<file path="src/rtl/rom_boot_loader.sv">
// Boot-time copy engine: masters the ROM bus, copies COPY_WORDS words into a
// destination memory, accumulates an additive checksum and releases the CPU when done.
module rom_boot_loader #(
    parameter int          ROM_ADDR_W = 11,
    parameter int          MEM_ADDR_W = 30,
    parameter int          WORD_W     = 32,
    parameter int          COPY_WORDS = 2048,
    parameter int unsigned DST_BASE   = 0
) (
    input  logic                  clk,
    input  logic                  reset,
    input  logic                  start,
    output logic                  rom_cs_,
    output logic                  rom_as_,
    output logic [ROM_ADDR_W-1:0] rom_addr,
    input  logic [WORD_W-1:0]     rom_rd_data,
    input  logic                  rom_rdy_,
    output logic                  mem_cs_,
    output logic                  mem_as_,
    output logic                  mem_rw,
    output logic [MEM_ADDR_W-1:0] mem_addr,
    output logic [WORD_W-1:0]     mem_wr_data,
    input  logic                  mem_rdy_,
    output logic                  busy,
    output logic                  done,
    output logic                  cpu_hold,
    output logic [WORD_W-1:0]     checksum
);

    typedef enum logic [2:0] {
        S_IDLE,
        S_ROM_REQ,
        S_ROM_WAIT,
        S_MEM_WR,
        S_DONE
    } state_t;

    localparam logic [ROM_ADDR_W-1:0] LAST_IDX  = ROM_ADDR_W'(COPY_WORDS - 1);
    localparam logic [MEM_ADDR_W-1:0] BASE_ADDR = MEM_ADDR_W'(DST_BASE);

    state_t                r_state;
    logic [ROM_ADDR_W-1:0] r_count;
    logic                  r_rom_stb_;
    logic [ROM_ADDR_W-1:0] r_rom_addr;
    logic                  r_mem_stb_;
    logic                  r_mem_rw;
    logic [MEM_ADDR_W-1:0] r_mem_addr;
    logic [WORD_W-1:0]     r_mem_wr_data;
    logic                  r_busy;
    logic                  r_done;
    logic                  r_cpu_hold;
    logic [WORD_W-1:0]     r_checksum;

    state_t                w_state_nxt;
    logic [ROM_ADDR_W-1:0] w_count_nxt;
    logic                  w_rom_stb_nxt;
    logic [ROM_ADDR_W-1:0] w_rom_addr_nxt;
    logic                  w_mem_stb_nxt;
    logic                  w_mem_rw_nxt;
    logic [MEM_ADDR_W-1:0] w_mem_addr_nxt;
    logic [WORD_W-1:0]     w_mem_wr_data_nxt;
    logic                  w_busy_nxt;
    logic                  w_done_nxt;
    logic                  w_cpu_hold_nxt;
    logic [WORD_W-1:0]     w_checksum_nxt;

    always_comb begin
        // NOTE: every signal gets its hold value first so no path through the case infers a latch.
        w_state_nxt       = r_state;
        w_count_nxt       = r_count;
        w_rom_addr_nxt    = r_rom_addr;
        w_mem_addr_nxt    = r_mem_addr;
        w_mem_wr_data_nxt = r_mem_wr_data;
        w_busy_nxt        = r_busy;
        w_done_nxt        = r_done;
        w_cpu_hold_nxt    = r_cpu_hold;
        w_checksum_nxt    = r_checksum;

        case (r_state)
            S_IDLE, S_DONE: begin
                if (start) begin
                    w_state_nxt    = S_ROM_REQ;
                    w_count_nxt    = '0;
                    w_rom_addr_nxt = '0;
                    w_checksum_nxt = '0;
                    w_busy_nxt     = 1'b1;
                    w_done_nxt     = 1'b0;
                    w_cpu_hold_nxt = 1'b1;
                end
            end
            S_ROM_REQ: begin
                w_state_nxt = S_ROM_WAIT;
            end
            S_ROM_WAIT: begin
                if (!rom_rdy_) begin
                    w_state_nxt       = S_MEM_WR;
                    w_mem_wr_data_nxt = rom_rd_data;
                    w_checksum_nxt    = r_checksum + rom_rd_data;
                    w_mem_addr_nxt    = BASE_ADDR + MEM_ADDR_W'(r_count);
                end
            end
            S_MEM_WR: begin
                if (!mem_rdy_) begin
                    if (r_count == LAST_IDX) begin
                        w_state_nxt    = S_DONE;
                        w_busy_nxt     = 1'b0;
                        w_done_nxt     = 1'b1;
                        w_cpu_hold_nxt = 1'b0;
                    end else begin
                        w_state_nxt    = S_ROM_REQ;
                        w_count_nxt    = r_count + 1'b1;
                        w_rom_addr_nxt = r_count + 1'b1;
                    end
                end
            end
            default: w_state_nxt = S_IDLE;
        endcase

        // Strobes follow the state being entered, so they are registered with it.
        w_rom_stb_nxt = !((w_state_nxt == S_ROM_REQ) || (w_state_nxt == S_ROM_WAIT));
        w_mem_stb_nxt = (w_state_nxt != S_MEM_WR);
        w_mem_rw_nxt  = (w_state_nxt != S_MEM_WR);
    end

    // NOTE: sequential state uses non-blocking assignments so every register samples pre-edge values.
    always_ff @(posedge clk) begin
        if (reset) begin
            r_state       <= S_IDLE;
            r_count       <= '0;
            r_rom_stb_    <= 1'b1;
            r_rom_addr    <= '0;
            r_mem_stb_    <= 1'b1;
            r_mem_rw      <= 1'b1;
            r_mem_addr    <= '0;
            r_mem_wr_data <= '0;
            r_busy        <= 1'b0;
            r_done        <= 1'b0;
            r_cpu_hold    <= 1'b1;
            r_checksum    <= '0;
        end else begin
            r_state       <= w_state_nxt;
            r_count       <= w_count_nxt;
            r_rom_stb_    <= w_rom_stb_nxt;
            r_rom_addr    <= w_rom_addr_nxt;
            r_mem_stb_    <= w_mem_stb_nxt;
            r_mem_rw      <= w_mem_rw_nxt;
            r_mem_addr    <= w_mem_addr_nxt;
            r_mem_wr_data <= w_mem_wr_data_nxt;
            r_busy        <= w_busy_nxt;
            r_done        <= w_done_nxt;
            r_cpu_hold    <= w_cpu_hold_nxt;
            r_checksum    <= w_checksum_nxt;
        end
    end

    assign rom_cs_     = r_rom_stb_;
    assign rom_as_     = r_rom_stb_;
    assign rom_addr    = r_rom_addr;
    assign mem_cs_     = r_mem_stb_;
    assign mem_as_     = r_mem_stb_;
    assign mem_rw      = r_mem_rw;
    assign mem_addr    = r_mem_addr;
    assign mem_wr_data = r_mem_wr_data;
    assign busy        = r_busy;
    assign done        = r_done;
    assign cpu_hold    = r_cpu_hold;
    assign checksum    = r_checksum;

endmodule

</file>
<file path="config.mk">
export PLATFORM = sky130hd
export DESIGN_NAME = rom_boot_loader
export DESIGN_NICKNAME = d
export VERILOG_FILES = /design/src/rtl/rom_boot_loader.sv
export SDC_FILE = /design/constraint.sdc
export NUM_CORES = 1
export LEC_CHECK = 0
export CORE_ASPECT_RATIO = 0.7
export CORE_UTILIZATION = 50
export DETAILED_ROUTE_END_ITERATION = 16
export GPL_ROUTABILITY_DRIVEN = 0
export PLACE_DENSITY_LB_ADDON = 0.05
export SYNTH_ARGS = -nofsm -noshare
export SYNTH_HDL_FRONTEND = slang
export SYNTH_SLANG_ARGS = --single-unit
</file>
<file path="constraint.sdc">
create_clock -name clk -period 8.1 [get_ports clk]
set_input_delay 1.62 -clock clk [delete_from_list [all_inputs] [get_ports clk]]
set_output_delay 1.62 -clock clk [all_outputs]
set_load 0.02 [all_outputs]
</file>
* Word-level counts from Yosys, hierarchy flattened
Cells that the tools add are included.
Widths: inputs -> output; s select.
** Word-level totals
- Register bits :: 94
- Bits of input ports :: 37
- Logic and storage cells :: 56
** Cells by class
- Add/sub/neg operators :: 2
- Eq/ne operators :: 13
- Mux-type cells :: 20
- Bitwise gates (word level) :: 1
- Reductions and logical operators :: 10
** Operator list (count)
- $mux 32 :: 2
- $pmux 32 s2 :: 1
- $mux 11 :: 3
- $add 32x32->32 :: 1
- $pmux 11 s2 :: 1
- $mux 3 :: 4
- $pmux 3 s4 :: 1
- $add 11x1->11 const B :: 1
- $eq 11x11->1 const B :: 1
- $ne 2x2->1 const B :: 5
- $eq 3x2->1 const B :: 3
- $reduce_and 4->1 :: 2
- $eq 3x1->1 const B :: 2
- $mux 1 :: 6
- $pmux 1 s2 :: 2
- $reduce_bool 2->1 :: 2
- $eq 3x3->1 const B :: 1
- $logic_not 3->1 :: 1
- $ne 3x2->1 const B :: 1
- $reduce_and 3->1 :: 1
- $reduce_and 2->1 :: 1
- $reduce_or 2->1 :: 1
- $logic_not 1->1 :: 1
- $logic_or 1x1->1 :: 1
- $not 1->1 :: 1

* Longest topological paths before layout
Gate-level depths: netlist of run 1.
- Word-level depth :: 7
- Gate-level depth with buffers :: 12

* Worst setup path after synthesis of run 1
Ideal clock, no wire load.
- Kind :: in2reg
- Start point :: input port rom_rd_data[0]
- End point :: register r_checksum[28] (netlist: checksum[28])
- Arrival :: 3703 ps
- Slack :: 4281 ps
- Cell stages on the path :: 12
- Path buffers :: 0
- Cells stage by stage :: ha_1 > inv_1 > fa_1 > and2b_1 > o2111ai_1 > a21boi_1 > o21ai_1 > o31ai_2 > a31oi_1 > o21ai_1 > xor2_1 > a22o_1
** On the way
- Cells in the longest elaborated chain, start to end :: 3
** RTL lines
- start: declaration :: RTL line 16 : input logic [WORD_W-1:0] rom_rd_data,
- $add 32x32->32 :: RTL line 98 : w_checksum_nxt = r_checksum + rom_rd_data;
- $mux 32 :: RTL line 95 : if (!rom_rdy_) begin
- $pmux 32 s2 :: RTL line 79 : case (r_state)
- end signal: assignment :: RTL line 152 : r_checksum <= w_checksum_nxt;
- end: declaration :: RTL line 52 : logic [WORD_W-1:0] r_checksum;
Every way passes these cells. The select of a mux whose other input is x is not followed.
A chain may end at the register's enable or synchronous reset.

* Worst setup path after layout of run 1
Same ends and word-level chain as after synthesis.

==> results of run 1 <==
## metal layers
metal	global-route usage [%]	vias up	wire length (um)
li1	-	2384	-
met5	0	-	0
met1	36.0	2140	6330
met2	37.3	179	5480
met3	7.31	13	1050
met4	7.21	0	150
## cell usage in the layout, fill, tap and decap left out, drive strengths merged, types with 3 or more instances in the layout
master         synthesis  routed
nand2                140     140
clkdlybuf4s50          0     129
dfxtp                 94      94
a21oi                 77      77
nor2                  40      40
o21ai                 33      33
ha                    32      32
conb                   1      19
xor2                  18      18
xnor2                 16      16
inv                   12      14
nand4                 13      13
a21o                  13      13
clkbuf                24      10
a22oi                  9       9
nor3                   9       9
nand3                  7       7
nor2b                  7       7
o21bai                 6       6
a31oi                  6       6
nand2b                 5       5
o221ai                 4       4
a22o                   4       4
nand3b                 4       4
buf                   27       4
or3                    3       3
a221oi                 3       3
o21a                   3       3
and3                   3       3
clkinv                 0       3
o31ai                  3       3
## layout make-up
class                           count  area, um^2
Inverter                           12        45.0
Tap cell                          128         160
Timing Repair Buffer              133        1320
Clock buffer                       10         239
Multi-Input combinational cell    496        2920
Fill cell                         790        3130
Sequential cell                    94        1880
Clock inverter                      6        66.3
## how the worst max path moves through the flow
stage                    to  cells past startpoint            from  slack, ns
2_1_floorplan  checksum[28]                     12  rom_rd_data[0]       4.28
3_3_place_gp   checksum[28]                     13  rom_rd_data[0]       3.47
3_5_place_dp   checksum[28]                     13  rom_rd_data[0]       3.40
4_1_cts        checksum[28]                     13  rom_rd_data[0]       3.75
5_1_grt        checksum[28]                     13  rom_rd_data[0]       3.44
6_report       checksum[28]                     13  rom_rd_data[0]       3.67
## power breakdown
part | internal, W | total (W) | switching (W)
Combinational | 0.0000811 | 0.000200 | 0.000119
Sequential | 0.000476 | 0.000487 | 0.0000111
Clock | 0.000249 | 0.000432 | 0.000183
## metrics by stage
step | setup slack, ns | util (%) | hold WS (ns) | std cells
CTS | 3.75 | 67.9 | 0.456 | 879
detailed placement | 3.40 | 64.8 | 0.447 | 863
global route | 3.44 | 67.9 | 0.468 | 879
floorplan | 4.28 | - | 0.479 | 653
finish | 3.67 | 67.9 | 0.453 | 879
global placement | 3.47 | 64.8 | 0.436 | 863
## flip-flops by register name, summed over array words and instances, names as in the netlist
| register | cells |
|---|---|
| busy | 1 |
| checksum | 32 |
| cpu_hold | 1 |
| done | 1 |
| mem_addr | 11 |
| mem_rw | 1 |
| mem_wr_data | 32 |
| r_state | 3 |
| rom_addr | 11 |
| rom_as_ | 1 |
## worst reg2reg max path, stage by stage, from the launching register on
cell and delay [ns]:
dfxtp_1 0.36, ha_1 0.17, inv_1 0.05, fa_1 0.40, and2b_1 0.23, o2111ai_1 0.13, a21boi_1 0.26, o21ai_1 0.20
o31ai_2 0.42, a31oi_1 0.21, o21ai_1 0.19, xor2_1 0.09, a22o_1 0.21
## logic make-up after synthesis
logic type / count (synthesis) / share of synthesized area (%)
other: 1 / 0.0742
adder cells (fa/ha/maj): 33 / 8.32
AO/OA/AOI/OAI: 172 / 21.4
AND/OR/NAND/NOR: 235 / 20.0
flip-flops: 94 / 37.3
buffers and inverters: 63 / 6.42
multiplexers: 3 / 0.619
XOR/XNOR: 34 / 5.90
==> key figures, run 1 <==
Clock tree
  • H-tree levels: 3
  • CTS tree: yes
  • Clock-pin slew on the worst setup and hold paths: 0.07 ns
  • Clk buf depth: 2
  • Clk sink count: between 90 and 100
  • TritonCTS buffer count: 9
  • Postcts setup bufs: 0
  • Hold_buf cts: 0
  • Clock root cell: clkbuf_16
  • Worst skew pair latency: approximately 0.35 ns
  • Post-cts sizing count: 0

Worst setup path
  • Crit Path Class: input pin to register
  • Endpoint of the worst-slack reg-to-reg timing path: checksum[28]
  • Startpoint Class: input pin
  • Critical R2R Launch: checksum[0]
  • Max incr delay on CP: between 0.4 and 0.5 ns
  • Crit Path Max Fanout: 3
  • CP top delay family: compound AO/OA/AOI/OAI gates
  • FF-to-FF path depth: 12
  • Crit path capture type: register
  • Worst R2R Setup Slack: slightly above 5 ns
  • Critical Path AT: between 4 and 5 ns
  • WP data required: 8.34 ns
  • Worst path cell trace: clkdlybuf4s50_1, ha_1, inv_1, fa_1, and2b_1, o2111ai_1, a21boi_1, o21ai_1, o31ai_2, a31oi_1, o21ai_1, xor2_1, a22o_1
  • Buffers & Inverters on Critical Path: 2
  • Worst path slowest cell: clkdlybuf4s50_1
  • Most Frequent Cell on Critical Path: o21ai_1

STA
  • Worst Tran Pin Value: around 1 ns
  • Setup TNS: 0 ns
  • Fin crit share: about 55%
  • Unrepaired setup endpoints after global routing: no
  • Final Slew Violations: 0
  • Fin. Hold Viols: 0
  • Final setup vio count: 0
  • Relative slew slack: roughly a third
  • Worst Skew: around 0.0083 ns
  • Min Tclk post-route: 4.43 ns
  • Fmax: approximately 230 MHz

Detailed routing
  • Vias: roughly 4700
  • Initial drt markers: 243
  • Post-DRT Antenna Nets: 0
  • Avg WL per Cell: ~15 um
  • Total wire length: 13000 um
  • Via-per-instance ratio: 5.37
  • # DRC: 0
  • TritonRoute pass-1 iters: 5

Global routing
  • GR Overflow Total: 0
  • Total GRT Usage: roughly 25%
  • Initial antenna violation count: 0
  • First-pass GRT wire length: ~21000 um
  • Largest net degree at the start of global routing: 65
  • Vias in the first global route: about 4300

Floorplanning
  • Top Ports: 150
  • Full die area: about 11000 um^2
  • Row count: 30
  • Chip width: roughly 120 um
  • Die H: between 80 and 90 um
  • Total core area: between 9000 and 10000 um^2
  • Starting density of the core: around half

Power
  • VDD IR-drop max: approximately 110 uV
  • Leak Pwr: between 2 and 3 nW
  • Final Power: between 0.001 and 0.0015 W
  • Power Density: about 170 nW/um^2

Synthesis
  • Synth warn: 0
  • Seq/Total Area, Yosys: 37.3%
  • Top FF cell, synth: dfxtp_1
  • Post-synth EDFFs: 0
  • Synth cell count leaders: nand2_1, dfxtp_1, a21oi_1
  • Main area contributors after synthesis: dfxtp_1, nand2_1, ha_1, a21oi_1, buf_4
  • Cell count after synthesis: about 640
  • Cell Area, Synth: slightly above 5000 um^2
  • Synthesized area per cell: around 8 um^2
  • FF+latch count, synth: between 90 and 100
  • Count leader, synth: nand2_1
  • Top cell type's share of synthesized area: a little under two fifths
  • Cell taking the most area after synthesis: dfxtp_1
  • Unique cell type count in the Yosys netlist: 56
  • Ys async rst share: 0%

Finish
  • Fraction of layout cells with a size suffix above 1: 4.66%
  • P&R area growth vs syn: 31.3%
  • Nets: between 800 and 900
  • Antenna Cells: 0
  • Design area: around 6600 um^2

Min path
  • Critical hold path startpoint: mem_addr[3]
  • Hold Path Sink: mem_addr[3]
  • Worst hold stages: 2
  • Worst min path class: register to register

Placed design
  • Detailed placement HPWL: 9430 um
  • Port Buffers: 130
  • Dpl cell area: 6330 um^2

Status
  • Status: completed

Flow run
  • Maxcap violations: 0
Note: power is estimated with default switching activity, not from simulation.
==> run 2: changes to the inputs <==
Settings changed: CORE_UTILIZATION 50 to 43.
Clock period 8.1 ns to 3.95 ns, I/O delays scaled along.
==> run 2 against run 1 <==
  * Highest routed layer unchanged
  * Non-clock buffer count grew 1
  * Setup slack worse by 3.3 ns
  * Clock-buffer cell count down 1
  * Via count increased by 1.4%
  * Sequential power rose by 110%
  * Global-route usage decreased by 3.1 points
==> key figures, run 2 (synthesis results as in run 1) <==
Detailed routing
  • Avg WL per Cell: between 10 and 15 um
  • # DRC: 0
  • Total wire length: between 10000 and 15000 um
  • Post-DRT Antenna Nets: 0
  • Via-per-instance ratio: around 5.3
  • Initial drt markers: ~240
  • TritonRoute pass-1 iters: 4
  • Vias: about 4800

Worst setup path
  • Most Frequent Cell on Critical Path: o21ai_1
  • Max incr delay on CP: between 0.4 and 0.5 ns
  • Crit Path Class: input pin to register
  • FF-to-FF path depth: 12
  • Crit Path Max Fanout: 3
  • CP top delay family: compound AO/OA/AOI/OAI gates
  • Worst path slowest cell: clkdlybuf4s50_1
  • Buffers & Inverters on Critical Path: 2
  • Stages on worst setup path: 13
  • Worst path cell trace: clkdlybuf4s50_1, ha_1, inv_1, fa_1, and2b_1, o2111ai_1, a21boi_1, o21ai_1, o31ai_2, a31oi_1, o21ai_1, xor2_1, a22o_1
  • Startpoint Class: input pin
  • Critical Path AT: 3.85 ns
  • Crit path capture type: register
  • WP data required: between 4 and 5 ns

Placed design
  • Port Buffers: 130
  • Detailed placement HPWL: about 9700 um
  • Pre-CTS worst setup slack: roughly 0.035 ns

STA
  • Worst Tran Pin Value: just over 0.7 ns
  • Fin. Hold Viols: 0
  • Final setup vio count: 0
  • Final Slew Violations: 0
  • Worst Skew: 0.0130 ns
  • Relative slew slack: between 50 and 60%
  • Fmax: between 200 and 300 MHz
  • Min Tclk post-route: 3.61 ns
  • Fin crit share: 91.4%
  • Fin worst setup slack: ~0.34 ns
  • Setup TNS: 0 ns
  • Unrepaired setup endpoints after global routing: no

Global routing
  • Initial antenna violation count: 0
  • GR Overflow Total: 0
  • First-pass GRT wire length: roughly 22000 um
  • Vias in the first global route: 4500
  • Total GRT Usage: between 20% and 30%
  • Largest net degree at the start of global routing: between 50 and 60

Power
  • Clk network pwr share: a little under two fifths
  • Sequential power share: 43.8%
  • VDD IR-drop max: approximately 280 uV
  • Leak Pwr: roughly 2.5 nW
  • Power Density: roughly 340 nW/um^2
  • Switching share of power: a little under a third
  • Comb pwr share: roughly 18%
  • Sw Pwr: between 0.0006 and 0.0007 W
  • Power Internal: roughly 0.0016 W

Clock tree
  • Clk sink count: 94
  • Worst skew pair latency: about 0.34 ns
  • TritonCTS buffer count: 9
  • H-tree levels: 3
  • CTS tree: yes
  • Post-cts sizing count: 0
  • Clock root cell: clkbuf_16
  • Clk buf depth: 2
  • Clock-pin slew on the worst setup and hold paths: approximately 0.080 ns
  • Hold_buf cts: 0
  • Postcts setup bufs: 0

Floorplanning
  • Full die area: between 10000 and 15000 um^2
  • Chip width: 132 um
  • Top Ports: 150
  • Die H: approximately 93 um
  • Row count: 32
  • Starting density of the core: 45.1%
  • Total core area: 11200 um^2

Finish
  • Antenna Cells: 0
  • Most frequent cells in the layout: nand2_1, clkdlybuf4s50_1, dfxtp_1
  • Nets: approximately 820
  • P&R area growth vs syn: 31.9%
  • Fraction of layout cells with a size suffix above 1: under 10%
  • Commonest non-fill, non-tap cell in the layout: nand2_1
  • Filler Cells Inserted: roughly 1000
  • Core Util, Final: approximately three fifths

Flow run
  • Maxcap violations: 0

Min path
  • Worst min path class: register to register
  • Worst hold stages: 2

Status
  • Status: completed
-- run 2: through the flow --
step                cell area [um^2]  hold WS, ns  std cells  power [W]
floorplan                       5120        0.479        653    0.00129
global placement                6360        0.437        889    0.00142
detailed placement              6360        0.439        889    0.00143
CTS                             6660        0.453        905    0.00230
global route                    6660        0.473        905    0.00238
finish                          6660        0.448        905    0.00228
-- run 2: power groups by stage --
stage / clock, W / sequential (W) / combinational (W)
after floorplan: 0 / 0.00105 / 0.000240
after global placement: 0 / 0.00102 / 0.000403
after detailed placement: 0 / 0.00102 / 0.000409
after CTS: 0.000889 / 0.000999 / 0.000411
after global routing: 0.000931 / 0.00100 / 0.000448
final: 0.000871 / 0.000999 / 0.000411
-- run 2: layout make-up --
class / count / area [um^2] / area share (%)
clock inverters: 7 / 73.8 / 1.11
repair buffers: 134 / 1330 / 19.9
inverters: 12 / 45.0 / 0.676
well taps: 153 / 191 / 2.87
flip-flops and latches: 94 / 1880 / 28.2
multi-input cells: 496 / 2920 / 43.8
clock buffers: 9 / 225 / 3.38
-- run 2: worst paths after layout --
path / start / to / slack, ns
worst min register to register: done / done / 0.45
worst max register to register: checksum[0] / checksum[28] / 0.93
worst max-delay path: rom_rd_data[0] / checksum[28] / 0.34
worst min-delay path: done / done / 0.45
-- run 2: tightest hold or removal path, delay by kind of cell, from the launching register on --
kind / cells / cell delay, ns
buf+inv: 1 / 0.05
flops: 1 / 0.31
compound gates: 1 / 0.05
-- run 2: layer usage --
layer	global-route usage [%]	wire [um]	vias up
li1	-	-	2401
met1	30.3	6670	2199
met2	35.0	5760	163
met3	6.51	831	17
met4	5.04	142	0
met5	0	0	-
==> run 3: changes to the inputs <==
Settings changed: SLEW_MARGIN set to 10.
==> results of run 3 <==
The final DEF is identical to that of run 2; final timing and power are the same.
